**config.mk**
```make
export PLATFORM = sky130hd
export DESIGN_NAME = mem_access_unit
export DESIGN_NICKNAME = d
export VERILOG_FILES = /design/src/rtl/mem_access_unit_pkg.sv /design/src/rtl/mem_access_unit_timer.sv /design/src/rtl/mem_access_unit.sv
export SDC_FILE = /design/constraint.sdc
export NUM_CORES = 1
export LEC_CHECK = 0
export BUFFER_PORTS_ARGS = -buffer_cell sky130_fd_sc_hd__buf_2
export CAP_MARGIN = 10
export CORE_AREA = 2 2 109 111
export DETAILED_ROUTE_END_ITERATION = 16
export DIE_AREA = 0 0 111 113
export PLACE_DENSITY = 0.71
export SLEW_MARGIN = 25
export SYNTH_ARGS = -nofsm -noshare
export SYNTH_HDL_FRONTEND = slang
export SYNTH_SLANG_ARGS = --single-unit
```
**constraint.sdc**
```tcl
create_clock -name clk -period 1.7 [get_ports clk]
set_input_delay 0.34 -clock clk [delete_from_list [all_inputs] [get_ports clk]]
set_output_delay 0.34 -clock clk [all_outputs]
set_load 0.02 [all_outputs]
```
**src/rtl/mem_access_unit_pkg.sv**
```systemverilog
// Shared MEM-stage definitions: write-back select encodings, FSM states, timeout default.
package mem_access_unit_pkg;

   localparam int unsigned TIMEOUT_DEFAULT = 16;
   localparam int unsigned XLEN            = 32;

   localparam logic [1:0] WB_ALU = 2'b00;
   localparam logic [1:0] WB_MEM = 2'b01;
   localparam logic [1:0] WB_LUI = 2'b10;
   localparam logic [1:0] WB_PC4 = 2'b11;

   typedef enum logic [1:0] {
      ST_IDLE = 2'd0,
      ST_WAIT = 2'd1,
      ST_DONE = 2'd2
   } state_e;

   // Write-back source mux keyed by the DatatoReg field.
   function automatic logic [XLEN-1:0] wb_select(
      input logic [1:0]      sel,
      input logic [XLEN-1:0] alu,
      input logic [XLEN-1:0] mem,
      input logic [XLEN-1:0] lui,
      input logic [XLEN-1:0] pc4
   );
      logic [XLEN-1:0] res;
      res = alu;
      case (sel)
         WB_ALU:  res = alu;
         WB_MEM:  res = mem;
         WB_LUI:  res = lui;
         WB_PC4:  res = pc4;
         default: res = alu;
      endcase
      return res;
   endfunction

endpackage

```
**src/rtl/mem_access_unit_timer.sv**
```systemverilog
// Clearable saturating wait counter; terminal count flags the last allowed wait cycle.
module mem_wait_timer #(
   parameter int unsigned TIMEOUT = 16
) (
   input  logic clk,
   input  logic rst,
   input  logic i_clr,
   input  logic i_en,
   output logic o_tc_c
);

   localparam int unsigned     CNT_W  = $clog2(TIMEOUT);
   localparam logic [CNT_W-1:0] TC_VAL = CNT_W'(TIMEOUT - 1);

   logic [CNT_W-1:0] r_cnt;

   always_ff @(posedge clk) begin
      if (rst || i_clr) begin
         r_cnt <= '0;
      end else if (i_en && (r_cnt != TC_VAL)) begin
         r_cnt <= r_cnt + CNT_W'(1);
      end
   end

   assign o_tc_c = (r_cnt == TC_VAL);

endmodule

```
**src/rtl/mem_access_unit.sv**
```systemverilog
// MEM-stage data-memory access controller: req/ack handshake, pipeline stall,
// write-back selection and sticky misalign/timeout error flags.
module mem_access_unit #(
   parameter int unsigned TIMEOUT = mem_access_unit_pkg::TIMEOUT_DEFAULT
) (
   input  logic        clk,
   input  logic        rst,
   input  logic        MEM_MemWrite,
   input  logic [1:0]  MEM_DatatoReg,
   input  logic        MEM_RegWrite,
   input  logic [4:0]  MEM_Rdes,
   input  logic [31:0] MEM_Res,
   input  logic [31:0] MEM_RDataB,
   input  logic [31:0] MEM_LuiData,
   input  logic [31:0] MEM_PCFour,
   output logic        dmem_req,
   output logic        dmem_we,
   output logic [31:0] dmem_addr,
   output logic [31:0] dmem_wdata,
   input  logic        dmem_ack,
   input  logic [31:0] dmem_rdata,
   output logic        mem_stall,
   output logic [31:0] wb_data,
   output logic [4:0]  wb_rdes,
   output logic        wb_regwrite,
   output logic        err_misalign,
   output logic        err_timeout
);
   import mem_access_unit_pkg::*;

   state_e      r_state;
   logic        r_fault;
   logic        r_err_misalign;
   logic        r_err_timeout;
   logic [31:0] r_load_q;

   logic w_mem_op;
   logic w_aligned;
   logic w_is_idle;
   logic w_is_wait;
   logic w_is_done;
   logic w_tc;

   assign w_mem_op  = MEM_MemWrite | (MEM_DatatoReg == WB_MEM);
   assign w_aligned = (MEM_Res[1:0] == 2'b00);
   assign w_is_idle = (r_state == ST_IDLE);
   assign w_is_wait = (r_state == ST_WAIT);
   assign w_is_done = (r_state == ST_DONE);

   // Counter holds zero outside WAIT so every access starts its wait window fresh.
   mem_wait_timer #(
      .TIMEOUT (TIMEOUT)
   ) u_timer (
      .clk    (clk),
      .rst    (rst),
      .i_clr  (~w_is_wait),
      .i_en   (w_is_wait & ~dmem_ack),
      .o_tc_c (w_tc)
   );

   // Access sequencing; acks outside WAIT are deliberately ignored.
   always_ff @(posedge clk) begin
      if (rst) begin
         r_state        <= ST_IDLE;
         r_fault        <= 1'b0;
         r_err_misalign <= 1'b0;
         r_err_timeout  <= 1'b0;
         r_load_q       <= '0;
      end else begin
         case (r_state)
            ST_IDLE: begin
               if (w_mem_op) begin
                  if (w_aligned) begin
                     r_state <= ST_WAIT;
                  end else begin
                     r_err_misalign <= 1'b1;
                     r_fault        <= 1'b1;
                     r_state        <= ST_DONE;
                  end
               end
            end
            ST_WAIT: begin
               if (dmem_ack) begin
                  r_load_q <= dmem_rdata;
                  r_state  <= ST_DONE;
               end else if (w_tc) begin
                  r_err_timeout <= 1'b1;
                  r_fault       <= 1'b1;
                  r_load_q      <= '0;
                  r_state       <= ST_DONE;
               end
            end
            ST_DONE: begin
               r_fault <= 1'b0;
               r_state <= ST_IDLE;
            end
            default: begin
               r_fault <= 1'b0;
               r_state <= ST_IDLE;
            end
         endcase
      end
   end

   // Request and stall react in the arrival cycle, then follow the registered state.
   assign dmem_req   = (w_is_idle & w_mem_op & w_aligned) | w_is_wait;
   assign mem_stall  = (w_is_idle & w_mem_op) | w_is_wait;
   assign dmem_we    = MEM_MemWrite;
   assign dmem_addr  = {MEM_Res[31:2], 2'b00};
   assign dmem_wdata = MEM_RDataB;

   assign wb_data     = wb_select(MEM_DatatoReg, MEM_Res, r_load_q, MEM_LuiData, MEM_PCFour);
   assign wb_rdes     = MEM_Rdes;
   assign wb_regwrite = MEM_RegWrite & ~mem_stall & ~(w_is_done & r_fault);

   assign err_misalign = r_err_misalign;
   assign err_timeout  = r_err_timeout;

endmodule
```
==> summary.txt, run 1 <==
Synth
  • Post-synth cell types: 31
  • Synth warnings: 0
  • Register area share after synthesis: 28.2%
  • Synth cell count leaders: buf_4 (71), dfxtp_1 (41), a21oi_1 (39)
  • Top post-synthesis cells by area: dfxtp_1 (28%), mux4_2 (25%), buf_4 (18%)
  • Yosys reg bits: 41
  • EDFF count, synth: 0
  • Synth top area share: 28.2%
  • Most numerous cell in the Yosys netlist: buf_4
  • Ys async rst share: 0%
  • Mapped Area: 2910 sq um
  • Syn Inst Count: 303
  • Top_reg_cell synth: dfxtp_1
  • Synth Area per Inst: 9.61 sq um
  • Yosys top cell by area: dfxtp_1

Place
  • Post-DP Area: 3570 sq um
  • Placed cell count: 570
  • DP Worst Slack: -0.0239 ns
  • Final Wtd Congestion: 0.796
  • PortBufs: 202
  • HPWL after DPL: 7450 microns

Timing
  • Final Cycle Share: 97.6%
  • Max Slew Vio Count: 0
  • Worst setup margin: 0.0407 ns
  • Fin Setup TNS: 0 ns
  • RSZ-0062 raised after global routing: false
  • Max Clk Rate: 0.603 GHz
  • Final worst path period need: 1.66 ns
  • Fin. Hold Viols: 0
  • Final setup viols: 0
  • Clk_skew: 0.00366 ns
  • Final hold slack: 0.292 ns

Die
  • Chip Height: 113 microns
  • Core Region: 11300 sq um
  • I/O pin count: 279
  • Die X: 111 microns
  • FP Rows: 39
  • DIE AREA: 12500 sq um
  • Initial cell density of the core: 25.8%

CTS
  • Hold Buf Count CTS: 0
  • CTS tree: built
  • Clk buf depth: 2
  • Later-pin clock latency in the skew report: 0.28 ns
  • Clock root buffer: clkbuf_16
  • Clock slew seen by the registers of the worst setup and hold paths: 0.06 ns
  • CTS H-tree depth: 2
  • Num CTS Buffers: 5
  • Number of clock sinks: 41

Cells and area
  • Diodes inserted: 0
  • Finished Layout Cells: 581
  • Cell area after layout: 3850 sq um
  • Nets: 610
  • Fraction of layout cells with a size suffix above 1: 60.0%
  • Area of the multi-input gates: 1420 sq um
  • FF+latch area: 822 sq um
  • Layout area overhead: 32.1%
  • # fillers: 1205

Route
  • First-pass iteration count of the detailed router: 4
  • Iteration-0 DRC count of the detailed router: 98
  • WL/cell: 16.2 microns
  • Post-DRT Antenna Nets: 0
  • Vias/cell: 4.75
  • # DRC: 0
  • Detailed-route wire length: 9420 microns
  • Via count: 2762

Critical path
  • Startpoint Class: input pin
  • Kind of end point of the critical path: output port
  • Required @ worst endpoint: 1.36 ns
  • CP arrival: 1.32 ns
  • Worst Path Max Fanout: 8
  • Crit Path Class: in -> out

Global route
  • Overflow after GRT: 0
  • Global-route wire length before repair: 13700 microns
  • Largest net degree at the start of global routing: 25
  • Initial antenna violation count: 0
  • GRT Resource Usage Total: 13.7%
  • Number of global-route vias before repair: 2740

Power
  • LEAKAGE: 1.72 nW
  • Pwr per Cell Area: 747 nW/um^2
  • VDD IR-drop max: 0.288 mV

Outcome
  • Outcome: completed

Run
  • Max_cap viols: 0

Hold path
  • Worst Hold Class: in -> reg
cells in the final DEF, fill, tap and decap left out, drive strengths merged, types with 2 or more instances in the layout:
master,netlist,final
clkbuf,5,10
or2,2,2
nand3,2,2
o22ai,2,2
dfxtp,41,41
nor3,3,3
a21oi,39,39
mux4,32,32
nor2,3,3
buf,87,215
inv,4,4
o21ai,34,34
conb,1,2
a31oi,2,2
nand2,35,35
layer usage:
metal,vias up,track usage (%),part of all wire [%]
met5,-,0,0
met4,0,4.92,1.7
met3,24,3.27,8.1
met2,149,24.7,52
met1,1305,16.0,38
li1,1284,-,-
state kept, by name (all words and copies together), names as in the netlist:
signal	flops
r_state	2
r_fault	1
err_misalign	1
u_timer.r_cnt	4
r_load_q	32
err_timeout	1
what timing repair did:
action                                 CTS  global route
setup endpoints to repair               16            34
buffers inserted                         0             0
endpoints found under the hold margin    0             0
gates cloned                             0             3
gates resized for setup                  0            10
logic make-up (layout without fill, tap and decap cells):
kind of cell	after synthesis	count (layout)	share of synthesized area [%]
buffers and inverters	96	230	23.5
AOI/OAI and AO/OA	80	80	14.9
and+or+nand+nor	51	51	7.82
DFF	41	41	28.2
muxes	32	32	24.8
adders and majority gates	1	1	0.430
other	1	2	0.129
xor gates and xnor gates	1	1	0.301
stage by stage:
stage | total power, mW | util [%]
2_1_floorplan | 1.61 | -
3_3_place_gp | 1.74 | 31.7
3_5_place_dp | 1.75 | 31.7
4_1_cts | 2.89 | 33.2
5_1_grt | 3.01 | 34.1
6_report | 2.88 | 34.1
worst max-delay path, cell delays in order:
cell       delay [ns]
buf_8            0.13
clkbuf_16        0.18
mux4_2           0.49
buf_2            0.17
cell type report:
cell class,instances,area share (%)
inverter,4,0.390
tap,143,4.65
timing repair buffer,218,32.1
clock buffer,7,3.71
multi-input combinational,167,37.0
clock inverter,1,0.780
sequential,41,21.4
final timing paths:
kind                                  startpoint  cells after the start  slack (ns)           end
worst min register to register       err_timeout                      2        0.47   err_timeout
worst max register to register  u_timer.r_cnt[0]                      5        0.26   r_load_q[5]
worst min-delay path              dmem_rdata[25]                      3        0.29  r_load_q[25]
worst max-delay path            MEM_DatatoReg[1]                      4        0.04    wb_data[0]
report_power, final:
group          total [mW]  switching [mW]  leakage, nW  internal, mW
clock network        1.11           0.381       0.0841         0.734
registers           0.998          0.0158        0.332         0.982
logic               0.763           0.397         1.31         0.366
total                2.88           0.793         1.72          2.08
(Power assumes the default switching activity.)
==> run 2: changes to the inputs <==
--- a/config.mk
+++ b/config.mk
@@ -10,7 +10,6 @@
 export CORE_AREA = 2 2 109 111
 export DETAILED_ROUTE_END_ITERATION = 16
 export DIE_AREA = 0 0 111 113
-export PLACE_DENSITY = 0.71
 export SLEW_MARGIN = 25
 export SYNTH_ARGS = -nofsm -noshare
 export SYNTH_HDL_FRONTEND = slang
==> summary.txt, run 2 (synthesized netlist as in run 1, its figures left out) <==
Power
  • Total power: 2.69 mW (was 2.88 mW)
  • VDD IR-drop max: 0.311 mV (was 0.288 mV)
  • LEAKAGE: 1.69 nW (was 1.72 nW)
  • Pwr per Cell Area: 711 nW/um^2 (was 747 nW/um^2)

Die
  • Initial cell density of the core: 25.8% (unchanged)
  • FP Rows: 39 (unchanged)
  • Chip Height: 113 microns (unchanged)
  • Core Region: 11300 sq um (unchanged)
  • I/O pin count: 279 (unchanged)
  • Die X: 111 microns (unchanged)
  • DIE AREA: 12500 sq um (unchanged)

Global route
  • Global-route wire length before repair: 13800 microns (was 13700 microns)
  • Number of global-route vias before repair: 2694 (was 2740)
  • Overflow after GRT: 0 (unchanged)
  • Initial antenna violation count: 0 (unchanged)
  • Largest net degree at the start of global routing: 30 (was 25)
  • GRT Resource Usage Total: 14.2% (was 13.7%)

Critical path
  • Slowest Stage Delay on Critical Path: 0.51 ns (was 0.49 ns)
  • Slowest cell on the critical path: mux4_2 (unchanged)
  • Required @ worst endpoint: 1.36 ns (about the same)
  • Crit Path Class: in -> out (unchanged)
  • Worst Path Max Fanout: 10 (was 8)
  • CP dominant cell by count: buf_8
  • CP arrival: 1.33 ns (was 1.32 ns)
  • Startpoint Class: input pin (unchanged)
  • Kind of end point of the critical path: output port (unchanged)
  • CP cell instances: buf_8, buf_8, mux4_2, buf_2 (was buf_8, clkbuf_16, mux4_2, buf_2)

Timing
  • Fin Setup TNS: 0 ns (unchanged)
  • Final setup viols: 0 (unchanged)
  • Max Slew Vio Count: 0 (unchanged)
  • Max Clk Rate: 0.600 GHz (was 0.603 GHz)
  • RSZ-0062 raised after global routing: true (was false)
  • Final worst path period need: 1.67 ns (was 1.66 ns)
  • Final hold slack: 0.288 ns (was 0.292 ns)
  • Fin. Hold Viols: 0 (unchanged)
  • Worst setup margin: 0.0324 ns (was 0.0407 ns)
  • Clk_skew: 0.00980 ns (was 0.00366 ns)
  • Final Cycle Share: 98.1% (was 97.6%)

Cells and area
  • Layout area overhead: 29.9% (was 32.1%)
  • Largest register FFs: 32 (unchanged)
  • Core Util, Final: 33.5% (was 34.1%)
  • Cell area after layout: 3780 sq um (was 3850 sq um)
  • Fraction of layout cells with a size suffix above 1: 59.7% (was 60.0%)
  • Area of the multi-input gates: 1410 sq um (was 1420 sq um)
  • Finished Layout Cells: 580 (was 581)
  • Commonest cells after routing, fill and taps aside: buf_2 (200), dfxtp_1 (40), a21oi_1 (38) (was buf_2 (199), dfxtp_1 (40), a21oi_1 (39))
  • Nets: 609 (was 610)
  • Most common cell after layout, fill and taps aside: buf_2 (unchanged)
  • # fillers: 1182 (was 1205)
  • Diodes inserted: 0 (unchanged)
  • Largest Register: r_load_q (unchanged)
  • Top Registers: r_load_q (32), u_timer.r_cnt (4), r_state (2) (unchanged)
  • FF+latch area: 822 sq um (unchanged)

Route
  • Post-DRT Antenna Nets: 0 (unchanged)
  • # DRC: 0 (unchanged)
  • Iteration-0 DRC count of the detailed router: 86 (was 98)
  • Via count: 2748 (was 2762)
  • Vias/cell: 4.74 (was 4.75)
  • WL/cell: 16.0 microns (was 16.2 microns)
  • First-pass iteration count of the detailed router: 4 (unchanged)
  • Detailed-route wire length: 9280 microns (was 9420 microns)

Hold path
  • Worst Hold Class: in -> reg (unchanged)

Run
  • Max_cap viols: 0 (unchanged)

CTS
  • Number of clock sinks: 41 (unchanged)
  • CTS tree: built (unchanged)
  • Clk buf depth: 2 (unchanged)
  • CTS H-tree depth: 2 (unchanged)
  • Num CTS Buffers: 5 (unchanged)
  • Clock root buffer: clkbuf_16 (unchanged)
  • Later-pin clock latency in the skew report: 0.29 ns (was 0.28 ns)
  • Clock slew seen by the registers of the worst setup and hold paths: 0.07 ns (was 0.06 ns)

Outcome
  • Outcome: completed (unchanged)

Place
  • Placed cell count: 570 (unchanged)
  • Post-DP Area: 3560 sq um (was 3570 sq um)
  • HPWL after DPL: 7180 microns (was 7450 microns)
  • DP Worst Slack: -0.0646 ns (was -0.0239 ns)
  • Final Wtd Congestion: 0.809 (was 0.796)
  • PortBufs: 202 (unchanged)
==> run 2: cell count changes in the layout (fill, tap and decap cells not counted), sizes merged <==
cell	before	now
bufinv	1	0
clkinv	0	2
buf	215	217
clkinvlp	0	1
clkbuf	10	5
==> run 2: layout make-up <==
| cell class | count | share of cell area [%] |
|---|---|---|
| Multi-Input combinational cell | 167 | 37.4 |
| Timing Repair Buffer | 217 | 32.0 |
| Sequential cell | 41 | 21.7 |
| Tap cell | 143 | 4.73 |
| Clock buffer | 5 | 3.31 |
| Clock inverter | 3 | 0.463 |
| Inverter | 4 | 0.397 |
==> run 2: power breakdown <==
| part | total, mW | switching, mW | internal (mW) |
|---|---|---|---|
| sequential | 0.997 | 0.0150 | 0.982 |
| combinational | 0.757 | 0.397 | 0.360 |
| clock | 0.933 | 0.395 | 0.539 |
| total | 2.69 | 0.807 | 1.88 |
==> run 2: worst max-delay path, delay by kind of cell <==
| kind | cells | cell delay (ns) |
|---|---|---|
| multiplexers | 1 | 0.51 |
| buffers and inverters | 3 | 0.47 |
==> run 2: final timing paths <==
kind / startpoint / to / slack, ns / cells past startpoint
worst min-delay path: dmem_rdata[24] / r_load_q[24] / 0.29 / 3
worst min register to register: r_load_q[9] / r_load_q[9] / 0.47 / 2
worst max register to register: u_timer.r_cnt[0] / r_load_q[21] / 0.26 / 5
worst max-delay path: MEM_DatatoReg[1] / wb_data[15] / 0.03 / 4
==> run 2: what timing repair did <==
item	4_1_cts	5_1_grt
buffers inserted	0	0
gates resized for setup	7	3
setup endpoints to repair	31	10
hold buffers	0	0
pin swaps	0	1
gates cloned	2	0
==> run 2: layer usage <==
layer	share of wire, %	up-vias	global-route usage, %
met5	0	-	0
met4	0.93	0	3.50
met3	9.6	18	4.45
met2	52	165	26.5
met1	37	1281	15.6
li1	-	1284	-
